==> config.mk <==
export PLATFORM = sky130hd
export DESIGN_NAME = ov5640_frame_dma_ctrl
export DESIGN_NICKNAME = d
export VERILOG_FILES = /design/src/rtl/ov5640_frame_dma_ctrl.sv
export SDC_FILE = /design/constraint.sdc
export NUM_CORES = 1
export LEC_CHECK = 0
export CAP_MARGIN = 0
export CORE_MARGIN = 2
export CORE_UTILIZATION = 45
export DETAILED_ROUTE_END_ITERATION = 6
export DONT_BUFFER_PORTS = 1
export GPL_TIMING_DRIVEN = 0
export SYNTH_ARGS = -nofsm -noshare
export SYNTH_HDL_FRONTEND = slang
export SYNTH_SLANG_ARGS = --single-unit
export TNS_END_PERCENT = 100
==> constraint.sdc <==
create_clock -name clk -period 18 [get_ports clk]
set_input_delay 4.5 -clock clk [delete_from_list [all_inputs] [get_ports clk]]
set_output_delay 4.5 -clock clk [all_outputs]
set_load 0.01 [all_outputs]
==> src/rtl/ov5640_frame_dma_ctrl.sv <==
// ov5640_frame_dma_ctrl: drains the OV5640 capture store into DDR as AXI4
// INCR write bursts, rotating frames through three buffers while never
// overwriting the buffer the display is reading.
// Optional statistics counters (frame/abort/error) when CAM_DMA_STATS_EN is defined.
module ov5640_frame_dma_ctrl #(
  parameter int          ADDR_W       = 32,
  parameter int          BURST_LEN    = 256,
  parameter logic [31:0] FRAME_STRIDE = 32'h0020_0000
) (
  input  logic              clk,
  input  logic              rst,
  input  logic              capture_on,
  input  logic [15:0]       expect_width,
  input  logic [15:0]       expect_height,
  input  logic [ADDR_W-1:0] frame_base,
  input  logic              store_almost_empty,
  input  logic [31:0]       store_rd_data,
  output logic              store_rd_data_en,
  input  logic [1:0]        disp_buf_idx,
  output logic [ADDR_W-1:0] m_axi_awaddr,
  output logic [7:0]        m_axi_awlen,
  output logic              m_axi_awvalid,
  input  logic              m_axi_awready,
  output logic [31:0]       m_axi_wdata,
  output logic [3:0]        m_axi_wstrb,
  output logic              m_axi_wlast,
  output logic              m_axi_wvalid,
  input  logic              m_axi_wready,
  input  logic [1:0]        m_axi_bresp,
  input  logic              m_axi_bvalid,
  output logic              m_axi_bready,
  output logic [1:0]        wr_buf_idx,
  output logic [1:0]        done_buf_idx,
  output logic              done_valid,
  output logic              frame_done,
  output logic              wr_err,
  output logic              busy
`ifdef CAM_DMA_STATS_EN
  ,
  output logic [31:0]       frame_cnt,
  output logic [15:0]       abort_cnt,
  output logic [15:0]       err_cnt
`endif
);

  localparam int BW = $clog2(BURST_LEN + 1);

  typedef enum logic [1:0] {IDLE, AW, W, B} state_t;
  state_t state, state_nxt;

  logic [31:0]       word_cnt, frame_words, fw_eff, remaining, burst_words, cnt_sum;
  logic [BW-1:0]     len_nxt;
  logic [7:0]        beat_cnt;
  logic [7:0]        awlen_q;
  logic [ADDR_W-1:0] awaddr_q;
  logic              abort_q, abort_now, go, b_hs, frame_end;
  logic [1:0]        next_buf;

  // Frame size is re-evaluated only at a frame boundary so a mid-frame
  // change of the expected geometry cannot corrupt the running count.
  assign fw_eff      = (word_cnt == 32'd0) ? ((32'(expect_width) * 32'(expect_height)) >> 1)
                                           : frame_words;
  assign remaining   = fw_eff - word_cnt;
  assign len_nxt     = (remaining < 32'(BURST_LEN)) ? remaining[BW-1:0] : BW'(BURST_LEN);
  assign go          = capture_on && !store_almost_empty && (fw_eff != 32'd0) && (word_cnt < fw_eff);
  assign burst_words = 32'(awlen_q) + 32'd1;
  assign cnt_sum     = word_cnt + burst_words;
  assign b_hs        = (state == B) && m_axi_bvalid;
  assign frame_end   = b_hs && !abort_q && (cnt_sum == frame_words);
  // Once capture drops, the rest of the burst is padding even before the flag registers.
  assign abort_now   = abort_q | ~capture_on;

  assign m_axi_awaddr = awaddr_q;
  assign m_axi_awlen  = awlen_q;
  assign m_axi_wdata  = store_rd_data;

  // Next buffer: lowest index not being written and not being displayed (3 = no display).
  always_comb begin
    next_buf = 2'd0;
    for (int i = 2; i >= 0; i--)
      if (2'(i) != wr_buf_idx && 2'(i) != disp_buf_idx) next_buf = 2'(i);
  end

  // State register.
  always_ff @(posedge clk or posedge rst) begin
    if (rst) state <= IDLE;
    else     state <= state_nxt;
  end

  // Next-state and AXI/store handshake outputs.
  always_comb begin
    state_nxt        = state;
    m_axi_awvalid    = 1'b0;
    m_axi_wvalid     = 1'b0;
    m_axi_wlast      = 1'b0;
    m_axi_wstrb      = 4'h0;
    m_axi_bready     = 1'b0;
    store_rd_data_en = 1'b0;
    busy             = (state != IDLE);
    case (state)
      IDLE: if (go) state_nxt = AW;
      AW: begin
        m_axi_awvalid = 1'b1;
        if (m_axi_awready) state_nxt = W;
      end
      W: begin
        m_axi_wvalid     = 1'b1;
        m_axi_wlast      = (beat_cnt == awlen_q);
        m_axi_wstrb      = abort_now ? 4'h0 : 4'hF;
        store_rd_data_en = m_axi_wready & ~abort_now;
        if (m_axi_wready && m_axi_wlast) state_nxt = B;
      end
      B: begin
        m_axi_bready = 1'b1;
        if (m_axi_bvalid) state_nxt = IDLE;
      end
      default: state_nxt = IDLE;
    endcase
  end

  // Burst setup, beat counting, frame accounting and buffer rotation.
  always_ff @(posedge clk or posedge rst) begin
    if (rst) begin
      word_cnt     <= '0;
      frame_words  <= '0;
      awaddr_q     <= '0;
      awlen_q      <= '0;
      beat_cnt     <= '0;
      abort_q      <= 1'b0;
      wr_buf_idx   <= 2'd0;
      done_buf_idx <= 2'd0;
      done_valid   <= 1'b0;
      frame_done   <= 1'b0;
      wr_err       <= 1'b0;
    end else begin
      frame_done <= 1'b0;
      case (state)
        IDLE: begin
          if (!capture_on) word_cnt <= '0;
          if (word_cnt == 32'd0) frame_words <= fw_eff;
          if (go) begin
            awaddr_q <= frame_base + ADDR_W'(wr_buf_idx) * ADDR_W'(FRAME_STRIDE)
                        + ADDR_W'({word_cnt, 2'b00});
            awlen_q  <= 8'(len_nxt - BW'(1));
          end
        end
        AW: begin
          if (!capture_on) abort_q <= 1'b1;
          if (m_axi_awready) beat_cnt <= '0;
        end
        W: begin
          if (!capture_on) abort_q <= 1'b1;
          if (m_axi_wready) beat_cnt <= beat_cnt + 8'd1;
        end
        B: begin
          if (m_axi_bvalid) begin
            if (m_axi_bresp != 2'b00) wr_err <= 1'b1;
            if (abort_q) begin
              word_cnt <= '0;
              abort_q  <= 1'b0;
            end else if (cnt_sum == frame_words) begin
              frame_done   <= 1'b1;
              done_buf_idx <= wr_buf_idx;
              done_valid   <= 1'b1;
              word_cnt     <= '0;
              wr_buf_idx   <= next_buf;
            end else begin
              word_cnt <= cnt_sum;
            end
          end
        end
        default: ;
      endcase
    end
  end

`ifdef CAM_DMA_STATS_EN
  // Completed frames wrap; aborted bursts and error responses saturate.
  always_ff @(posedge clk or posedge rst) begin
    if (rst) begin
      frame_cnt <= '0;
      abort_cnt <= '0;
      err_cnt   <= '0;
    end else begin
      if (frame_end) frame_cnt <= frame_cnt + 32'd1;
      if (b_hs && abort_q && abort_cnt != 16'hFFFF) abort_cnt <= abort_cnt + 16'd1;
      if (b_hs && m_axi_bresp != 2'b00 && err_cnt != 16'hFFFF) err_cnt <= err_cnt + 16'd1;
    end
  end
`endif

endmodule

# == Yosys cells after proc, flatten, opt, wreduce, memory -nomap -nowiden ==
# Cells that the tools add are included.
# classes
n_mux,32
reduce_logical,27
bitwise,5
order_cmp,2
shifts,0
n_eq_ne,16
add_sub_neg,7
n_div,0
n_mul,1
# ops
operator,count
2-to-1 mux 32 bit,5
one-hot mux 32 bit (2 select lines),1
adder 32 x 23 -> 32 bit,1
adder 32 bit,1
adder 32 x 9 -> 32 bit,1
== test 32 bit,1
zero test 32 bit,1
< comparator 32 bit,1
< comparator 32 x 9 -> 1 bit (second input constant),1
multiplier 16 x 16 -> 32 bit,1
nonzero test 32 bit,1
subtractor 32 bit,1
2-to-1 mux 8 bit,3
one-hot mux 8 bit (2 select lines),1
2-to-1 mux 2 bit,7
inequality test 2 bit (second input constant),7
nonzero test 2 bit,7
AND reduction 3 bit,4
2-to-1 mux 1 bit,11
adder 8 x 1 -> 9 bit (second input constant),1
adder 8 x 1 -> 8 bit (second input constant),1
== test 8 bit,1
2-to-1 mux 4 bit,2
one-hot mux 2 bit (4 select lines),1
other kinds (15),28
# totals
rom_bits,0
register_bits,122
elab_cells,102
latchBits,0
output_inout_bits,89
mem_count,0
mem_bits_rw,0

# == Longest topological paths before layout ==
# depth
depth_word,7
depth_mapped,43

# == Worst setup path before layout ==
# Ideal clock, no wire load.
# synth_path
path_type,input port to flip-flop
startpoint,in expect_width[7]
endpoint,"reg awlen_q[4], in the netlist m_axi_awlen[4]"
path_slack_ns,4.215
arrival_ns,13.720
cell_stages,40
n_path_buf,4
cell_sequence,clkbuf_1 > nand2_1 > fa_1 > inv_1 > fa_1 > inv_1 > fa_1 > inv_1 > fa_1 > fa_1 > inv_1 > fa_1 > inv_1 > ha_1 > clkbuf_1 > and3_1 > o211ai_1 > a2111oi_0 > [4 not listed] > ha_1 > clkbuf_1 > a21oi_1 > o21ai_0 > a2bb2o_1 > nor4_1 > o2111ai_1 > a211o_1 > a2111o_1 > nor4_1 > nand4_1 > clkbuf_1 > or2_2 > ha_1 > inv_1 > nor4b_1 > a221oi_1 > mux2_2
# synth_via
elab_chain_cells,6
elab_cells_between_ends,11
classes_between,add/sub (2); mul (1); order compare (2); mux (2); reduce/logical (4)
# synth_lines
item,line_no,text
"start, declared",13,"input logic [15:0] expect_width,"
multiplier 16 x 16 -> 32 bit (*),61,assign fw_eff = (word_cnt == 32'd0) ? ((32'(expect_width) * 32'(expect_height)) >> 1)
2-to-1 mux 32 bit (*),61,
named net fw_eff[28],51,"logic [31:0] word_cnt, frame_words, fw_eff, remaining, burst_words, cnt_sum;"
subtractor 32 bit or nonzero test 32 bit (tied branches),"63, 65",
< comparator 32 x 9 -> 1 bit or logical AND 1 bit (tied branches),"64, 65",
2-to-1 mux 8 bit or logical AND 1 bit (tied branches),"64, 65",
subtractor 8 x 1 -> 8 bit or AND reduction 2 bit (tied branches),--,
"end signal, assigned",144,awlen_q <= 8'(len_nxt - BW'(1));
"end, declared",54,logic [7:0] awlen_q;
# Mark *: on every way through the listed nets, which the timed path passes. The rest lies on a longest branch.
# A chain may end at the register's enable or synchronous reset.

# == Worst setup path after layout ==
# Ends and elaborated chain as after synthesis.

==> impl_metrics.env <==
export IMPL_rows=77
export IMPL_cp_required_ns=18.38
export IMPL_clock_latency_ns=0.44
export IMPL_chipWidth_um=214.2
export IMPL_clkSlewWorstSetupHoldPaths_ns=0.06
export IMPL_finalClockSkew_ns=0.01306
export IMPL_antenna_found_initial=3
export IMPL_dr_max_layer_used="met4"
export IMPL_hold_class="flip-flop to flip-flop"
export IMPL_m1WireLength_um=26620
export IMPL_drt_total_wl_um=57560
export IMPL_design_die_area_um2=45880
export IMPL_io_buffers=0
export IMPL_synth_edff_count=0
export IMPL_max_stage_delay_ns=0.76
export IMPL_drv_cap=0
export IMPL_synth_seq_cells=122
export IMPL_final_nets=2834
export IMPL_core_um2=43930
export IMPL_drive_above_1_share_pct=7.966
export IMPL_layout_common_cells="inv_1 (306), nand2_1 (283), ha_1 (205)"
export IMPL_crit_path_max_fanout=10
export IMPL_dr_total_vias=16670
export IMPL_die_h_um=214.2
export IMPL_start_util_pct=45.26
export IMPL_ant_nets=0
export IMPL_crit_type="input port to flip-flop"
export IMPL_startpoint="expect_width[7]"
export IMPL_synth_top_area_cell="fa_1"
export IMPL_ys_warn_count=0
export IMPL_critPathLaunchType="input port"
export IMPL_rsz0062_at_grt="no"
export IMPL_synth_top_area_share_pct=20.04
export IMPL_synth_net_count=2813
export IMPL_grt_ovfl_total=0
export IMPL_avgSynthCellArea_um2=8.637
export IMPL_tns_ns=0
export IMPL_yosysSeqAreaShare_pct=15.35
export IMPL_cts_path_max_buffers=2
export IMPL_finalCritPeriodShare_pct=87.02
export IMPL_gp_congestion=0.9538
export IMPL_cts_tree="done"
export IMPL_cts_hold_fix_buffers=0
export IMPL_fmax_ghz=0.06384
export IMPL_cp_end_kind="flip-flop"
export IMPL_slew_violations=0
export IMPL_timing_rr_start="word_cnt[22]"
export IMPL_cts_sink_count=122
export IMPL_num_io_pins=196
export IMPL_ctsResizeCount=0
export IMPL_cts_buffers=17
export IMPL_grt_pass1_vias=16400
export IMPL_area_growth_pct=6.765
export IMPL_ys_flop_type="dfrtp_1"
export IMPL_slowest_stage="nor4_1"
export IMPL_cts_root_buf="clkbuf_16"
export IMPL_syn_area_um2=19880
export IMPL_drtPass1Iterations=6
export IMPL_wl_per_cell_um=19.65
export IMPL_first_iter_violations=1360
export IMPL_drc=0
export IMPL_hold_viol_final=0
export IMPL_wl_met3_um=3746
export IMPL_worst_pin_slew_ns=1.134
export IMPL_period_needed_ns=15.66
export IMPL_dp_hpwl_um=48090
export IMPL_hp_start="wr_err"
export IMPL_run_status="complete, no violations"
export IMPL_synthTopCellsByArea="fa_1 (20%), dfrtp_1 (15%), ha_1 (13%), inv_1 (5.8%), nand2_1 (5.3%)"
export IMPL_syn_inst=2302
export IMPL_layout_commonest_cell="inv_1"
export IMPL_cts_setup_buffers=0
export IMPL_synthArstFlopShare_pct=100.0
export IMPL_grt_pass1_wl_um=90960
export IMPL_grt_max_degree=70
export IMPL_route_met2_wl_um=25880
export IMPL_synth_distinct_cells=96
export IMPL_viasPerCell=5.691
export IMPL_whs_ns=0.5506
export IMPL_htreeDepth=4
export IMPL_grt_total_usage_pct=25.08
export IMPL_crit_arrival_ns=16.04
export IMPL_setup_viol=0
export IMPL_slew_headroom_pct=24.24
[routing by layer]
metal,GRT usage [%],vias up
li1,-,7766
met1,35.71,8297
met2,39.23,535
met3,4.567,71
met4,6.713,0
met5,0,-
[kinds of logic after synthesis]
group / share of synthesized area (%)
AND/OR/NAND/NOR: 18.19
buffers and inverters: 9.194
AO/OA/AOI/OAI: 13.66
adder cells (fa/ha/maj): 32.94
XOR/XNOR: 5.947
flip-flops: 15.35
multiplexers: 4.720
[per-stage QoR]
step	std cells	util, %	setup WS, ns	cell area [um^2]
6_report	2929	48.32	2.336	21230
3_3_place_gp	2894	46.94	1.637	20620
4_1_cts	2926	48.29	2.040	21220
2_1_floorplan	2302	-	4.215	19880
5_1_grt	2929	48.32	1.702	21230
3_5_place_dp	2895	47.02	1.610	20660
[critical path, delay by kind of cell]
| family | cells | cell delay [ns] |
|---|---|---|
| xor+xnor | 1 | 0.13 |
| fa+ha+maj | 9 | 3.76 |
| mux | 2 | 0.52 |
| buf+inv | 11 | 1.96 |
| compound gates | 10 | 2.91 |
| simple gates | 8 | 2.25 |
[area by class of cell]
| class | count | area (um^2) |
|---|---|---|
| Fill cell | 4331 | 22700 |
| Multi-Input combinational cell | 1752 | 15000 |
| Sequential cell | 122 | 3053 |
| Inverter | 308 | 1166 |
| Tap cell | 592 | 740.7 |
| Buffer | 120 | 666.9 |
| Clock buffer | 18 | 439.2 |
| Clock inverter | 13 | 121.4 |
| Timing Repair Buffer | 2 | 32.53 |
| Antenna cell | 2 | 5.005 |
[cells in the mapped netlist, types with 20 or more instances]
| library cell | number |
|---|---|
| ha_1 | 205 |
| and2_1 | 119 |
| nand2_1 | 283 |
| a21oi_1 | 101 |
| nor4_1 | 20 |
| dfrtp_1 | 122 |
| a21o_1 | 46 |
| nand4_1 | 32 |
| nor2_1 | 82 |
| xnor2_1 | 89 |
| nor3_1 | 34 |
| xor2_1 | 46 |
| clkbuf_1 | 67 |
| o21ai_0 | 87 |
| and3_1 | 28 |
| mux2_2 | 68 |
| fa_1 | 199 |
| inv_1 | 307 |
| nand3_1 | 34 |
| buf_4 | 41 |
[path summary, 6_finish.rpt]
| path | to | slack, ns | depth (start not counted) |
|---|---|---|---|
| max | m_axi_awlen[4] | 2.34 | 41 |
| min | wr_err | 0.55 | 1 |
| max reg2reg | m_axi_awlen[4] | 9.17 | 26 |
| min reg2reg | wr_err | 0.55 | 1 |
| max in group asynchronous | frame_words[31] | 13.26 | 2 |
| min in group asynchronous | m_axi_awaddr[15] | 3.98 | 1 |
[state kept, by name, indices dropped and copies added, names as in the netlist]
name and flops:
frame_done 1, word_cnt 32, done_buf_idx 2, frame_words 32, wr_buf_idx 2, state 2, done_valid 1, beat_cnt 8
abort_q 1, wr_err 1, m_axi_awaddr 32, m_axi_awlen 8
Power is left out: the tool's default activity adds up to more than one toggle a clock period on the data nets, which glitch-free logic cannot reach.
